[config.mk]
export PLATFORM = sky130hd
export DESIGN_NAME = fifo_rd_stream
export DESIGN_NICKNAME = d
export VERILOG_FILES = /design/src/rtl/fifo_pkg.sv /design/src/rtl/rd_elastic_buf.sv /design/src/rtl/fifo_rd_stream.sv
export SDC_FILE = /design/constraint.sdc
export NUM_CORES = 1
export LEC_CHECK = 0
export CORE_MARGIN = 2
export CORE_UTILIZATION = 45
export DETAILED_ROUTE_END_ITERATION = 8
export PLACE_DENSITY_LB_ADDON = 0.12
export REMOVE_ABC_BUFFERS = 1
export SYNTH_ARGS = -nofsm -noshare
export SYNTH_HDL_FRONTEND = slang
export SYNTH_SLANG_ARGS = --single-unit
[constraint.sdc]
create_clock -name clk_r -period 3.6 [get_ports clk_r]
set_input_delay 0.9 -clock clk_r [delete_from_list [all_inputs] [get_ports clk_r]]
set_output_delay 0.9 -clock clk_r [all_outputs]
set_load 0.01 [all_outputs]
[src/rtl/fifo_pkg.sv]
// Shared definitions for the FIFO read-side drain stage and its elastic buffer.
package fifo_pkg;

  localparam int DATA_WIDTH_DEF  = 32;
  localparam int FIFO_RD_LATENCY = 1;

  function automatic int ptr_w(input int depth);
    return (depth > 1) ? $clog2(depth) : 1;
  endfunction

endpackage

[src/rtl/rd_elastic_buf.sv]
// Circular elastic buffer: push at tail, pop at head, occupancy count.
module rd_elastic_buf
  import fifo_pkg::*;
#(
  parameter  int DATA_WIDTH = DATA_WIDTH_DEF,
  parameter  int DEPTH      = 3,
  localparam int PTR_W      = ptr_w(DEPTH),
  localparam int OCC_W      = $clog2(DEPTH + 1)
) (
  input  logic                  clk,
  input  logic                  rst,
  input  logic                  push,
  input  logic [DATA_WIDTH-1:0] push_data,
  input  logic                  pop,
  output logic [OCC_W-1:0]      occ,
  output logic [DATA_WIDTH-1:0] head_data
);

  logic [DATA_WIDTH-1:0] mem [DEPTH];
  logic [PTR_W-1:0]      head;
  logic [PTR_W-1:0]      tail;

  function automatic logic [PTR_W-1:0] ptr_inc(input logic [PTR_W-1:0] p);
    return (p == PTR_W'(DEPTH - 1)) ? '0 : p + PTR_W'(1);
  endfunction

  assign head_data = mem[head];

  always_ff @(posedge clk) begin
    if (rst) begin
      head <= '0;
      tail <= '0;
      occ  <= '0;
    end else begin
      if (push) tail <= ptr_inc(tail);
      if (pop)  head <= ptr_inc(head);
      case ({push, pop})
        2'b10:   occ <= occ + OCC_W'(1);
        2'b01:   occ <= occ - OCC_W'(1);
        default: occ <= occ;
      endcase
    end
  end

  // Storage is data path only; contents are don't-care until occupancy covers them.
  always_ff @(posedge clk) begin
    if (push) mem[tail] <= push_data;
  end

  always_ff @(posedge clk) begin
    if (!rst) begin
      assert (!(push && !pop && occ == OCC_W'(DEPTH)));
      assert (!(pop && occ == '0));
    end
  end

endmodule

[src/rtl/fifo_rd_stream.sv]
// FIFO read-side drain: hides the registered read latency and delivers a
// framed valid/ready stream with a delivered-word counter.
module fifo_rd_stream
  import fifo_pkg::*;
#(
  parameter int DATA_WIDTH = DATA_WIDTH_DEF,
  parameter int BUF_DEPTH  = 3,
  parameter int BURST_LEN  = 8,
  parameter int CNT_W      = 32
) (
  input  logic                  clk_r,
  input  logic                  rst,
  input  logic                  fifo_empty,
  input  logic [DATA_WIDTH-1:0] fifo_data,
  output logic                  fifo_rd_en,
  output logic                  m_valid,
  input  logic                  m_ready,
  output logic [DATA_WIDTH-1:0] m_data,
  output logic                  m_last,
  output logic [CNT_W-1:0]      word_count,
  output logic                  busy
);

  localparam int OCC_W = $clog2(BUF_DEPTH + 1);
  localparam int SUM_W = OCC_W + 1;
  localparam int BL_W  = (BURST_LEN > 1) ? $clog2(BURST_LEN) : 1;

  logic                  inflight;
  logic                  pop;
  logic                  burst_end;
  logic [OCC_W-1:0]      occ;
  logic [DATA_WIDTH-1:0] head_data;
  logic [BL_W-1:0]       burst_cnt;
  logic [CNT_W-1:0]      word_cnt;

  // Reserve a slot for every read in flight so the returning word always fits.
  assign fifo_rd_en = !rst && !fifo_empty &&
                      ((SUM_W'(occ) + SUM_W'(inflight)) < SUM_W'(BUF_DEPTH));

  assign m_valid    = !rst && (occ != '0);
  assign m_data     = rst ? '0 : head_data;
  assign burst_end  = (burst_cnt == BL_W'(BURST_LEN - 1));
  assign m_last     = m_valid && burst_end;
  assign pop        = m_valid && m_ready;
  assign busy       = !rst && ((occ != '0) || inflight);
  assign word_count = rst ? '0 : word_cnt;

  rd_elastic_buf #(
    .DATA_WIDTH (DATA_WIDTH),
    .DEPTH      (BUF_DEPTH)
  ) u_buf (
    .clk       (clk_r),
    .rst       (rst),
    .push      (inflight),
    .push_data (fifo_data),
    .pop       (pop),
    .occ       (occ),
    .head_data (head_data)
  );

  always_ff @(posedge clk_r) begin
    if (rst) begin
      inflight  <= 1'b0;
      burst_cnt <= '0;
      word_cnt  <= '0;
    end else begin
      inflight <= fifo_rd_en;
      if (pop) begin
        word_cnt  <= word_cnt + CNT_W'(1);
        burst_cnt <= burst_end ? '0 : burst_cnt + BL_W'(1);
      end
    end
  end

endmodule

==> key figures <==
Route
  – WL met1: 5230 um
  – Total wirelength of the detailed-routed design: 12,000 um
  – Post-route DRC: 0
  – Total via count after detailed routing: 4,059
  – Final ANT Viol Nets: 0
  – Starting DRT DRC Count: 183
  – DR pass1 iterations: 6
  – Routed met3 length: 473 um
  – Via-to-Cell Ratio: 5.15
  – Uppermost signal routing layer after detailed routing: met4
  – Average detailed-routed wire length per instance: 15.2 um
  – Total length of routed met2 wires: 6160 um

Placement
  – Port Buffer Count: 103
  – Post-Place Worst Slack: 456 ps
  – Cell count after placement: 758
  – Routability congestion estimate from global placement: 0.751
  – Dpl cell area: 0.00715 mm^2
  – Sum of net half-perimeters after detailed placement: 7820 um

STA
  – RSZ-0062 raised after global routing: false
  – Slew at the pin closest to its max-slew limit: 1050 ps
  – Skew final: 4.04 ps
  – Worst slew slack as a fraction of its limit: 0.300
  – Worst hold slack after final layout: 495 ps
  – Min cycle time layout: 3260 ps
  – Post-route worst setup slack: 337 ps
  – Total count of hold-check failures in the final report: 0
  – Slew Viols, Final: 0
  – Crit share post-route: 0.906
  – Number of endpoints failing setup at the final stage: 0
  – Setup tns final: 0 ps
  – Maximum achievable frequency: 307 MHz

Yosys
  – Combinational family with the most area after synthesis: simple AND/OR/NAND/NOR gates
  – Share of async-settable or async-resettable flops after synthesis: 0
  – Top flip-flop cell by instance count after synthesis: edfxtp_1
  – Post-synthesis mux area share: 0.0865
  – Synth Area in Simple Gates: 0.167
  – Adder and majority cell fraction of the synthesized area: 0.0127
  – Seq/Total Area, Yosys: 0.636
  – Cell variety after synth: 37
  – Area fraction in compound gates after synthesis: 0.0558
  – Synthesized area per cell: 11.7 um^2
  – Register bit count reported by yosys: 140
  – Post-Synthesis Cells: 504
  – Number of synthesized flops with an enable pin: 96
  – Mapped Area: 0.00592 mm^2
  – Yosys synthesis warning count: 0
  – Xor/xnor share of the synthesized area: 0.0148

Setup path
  – Setup crit end kind: output pin
  – Worst r2r path cells: 4
  – Required time at the endpoint of the critical path: 2700 ps
  – Endpoint arrival time on the critical path: 2360 ps
  – CP Class: reg -> out
  – Largest driver fanout on the critical path: 7
  – Startpoint Class: flop

Flow run
  – Max-Cap Viols: 0

GRT
  – Largest net degree at the start of global routing: 47
  – Via count of the first global-routing pass: 3,994
  – Number of antenna violations at the first check in global routing: 0
  – Wire length of the first global-routing pass: 19,300 um
  – Total global routing overflow: 0
  – Total GRT Usage: 0.175

Clock network
  – PostCTS Resize Cnt: 0
  – # hold bufs at CTS: 0
  – Maximum buffer depth of the clock tree: 2
  – Buffer type at the clock tree root: clkbuf_16
  – Clock buffer count from CTS: 17
  – Clock-pin slew on the worst setup and hold paths: 60 ps
  – Number of H-tree levels: 4
  – Post-CTS setup buffer count: 0
  – Latest clock arrival within the worst-skew pair: 410 ps
  – Clock tree from TritonCTS: built
  – Clock net sink count: 140

Power
  – Total power consumption of the routed design: 3.67 mW
  – Leak Pwr: 2.64 nW
  – Worst supply voltage drop on vdd: 0.000289 V
  – Pwr per Cell Area: 479 mW/mm^2

Die
  – Num ports: 104
  – Starting density of the core: 0.465
  – Site row count: 41
  – Die Height: 119 um
  – Die boundary width: 119 um
  – Die area: 0.0141 mm^2
  – Placeable core area: 0.0127 mm^2

Worst hold path
  – Cell count of the worst hold path: 2
  – Tightest Hold Check Type: reg -> reg

Cells and area
  – Final core occ: 0.602
  – Area Overhead vs Synth: 29.5%
  – Share of cells above drive strength 1: 0.0958
  – Fin nets: 647
  – Final standard cell area without fillers: 0.00766 mm^2
  – Post-layout instance count excluding filler cells: 788
  – Count of antenna diodes in the layout: 0

Status
  – Status: complete, no violations
[area by class of cell]
class / instances / area [um^2]
repair buffers: 112 / 1130
flip-flops and latches: 140 / 3770
clock inverters: 10 / 77.6
multi-input cells: 327 / 2010
well taps: 172 / 215
clock buffers: 20 / 437
inverters: 7 / 26.3
fillers: 1085 / 5060
[metal layers]
metal | global-route usage | up-vias
li1 | - | 2020
met1 | 0.207 | 1955
met2 | 0.302 | 73
met3 | 0.0536 | 11
met4 | 0.0618 | 0
met5 | 0 | -
[cell usage in the layout (no fill, tap or decap), drive strengths merged, types with 5 or more instances in the layout]
master         instances
xor2                   5
xnor2                  5
buf                   10
nor2b                 28
nand2                 20
clkbuf                20
o21ai                  5
and4                   5
nand4                  6
nand3                 10
nor4                  12
mux2                  17
clkinv                 8
dfxtp                 44
clkdlybuf4s50        102
mux2i                 32
inv                    7
ha                     6
o31ai                  6
nor3                   8
nor2                  97
a21oi                 43
edfxtp                96
[registers in the layout, summed over array words and instances (netlist names), named ones only]
name        flops
burst_cnt       3
u_buf.tail      2
u_buf.occ       2
inflight        1
u_buf.head      2
u_buf.mem      96
word_cnt       32
[where the power goes]
group	switching [mW]	leakage, nW	internal (mW)	total [mW]
Combinational	0.166	1.16	0.179	0.345
Clock	0.600	0.252	0.928	1.53
Sequential	0.0342	1.23	1.77	1.80
[Yosys cell counts (all sizes together) (8+ instances only)]
cell type,instances,share of area
edfxtp,96,0.49
dfxtp,44,0.15
mux2,17,0.032
clkbuf,18,0.011
a21oi,43,0.036
nor3,8,0.0068
nand3,10,0.0085
nor2,97,0.062
nor4,12,0.013
mux2i,32,0.054
buf,12,0.012
nand2,20,0.013
nor2b,28,0.030
[worst paths after layout]
check,endpoint,slack (ps),start
setup reg to reg,word_cnt[31]$_SDFFE_PP0N_,1480,word_cnt[3]$_SDFFE_PP0N_
hold reg to reg,burst_cnt[1]$_SDFFE_PP0N_,500,burst_cnt[1]$_SDFFE_PP0N_
setup / recovery,fifo_rd_en,340,u_buf.occ[0]$_SDFFE_PP0P_
hold / removal,burst_cnt[1]$_SDFFE_PP0N_,500,burst_cnt[1]$_SDFFE_PP0N_
[worst max-delay path, cell delays in order (launching register included)]
cell and delay [ps]:
dfxtp_1 500, ha_1 220, ha_1 230, a2111oi_0 390, clkdlybuf4s50_1 610
[kinds of logic (layout without fill, tap and decap cells)]
group                    after synthesis  in the layout
AO/OA/AOI/OAI                         59             59
XOR/XNOR                              10             10
adder cells (fa/ha/maj)                6              6
buffers and inverters                 37            149
flip-flops                           140            140
multiplexers                          49             49
AND/OR/NAND/NOR                      203            203
Note: power is estimated with default switching activity, not from simulation.
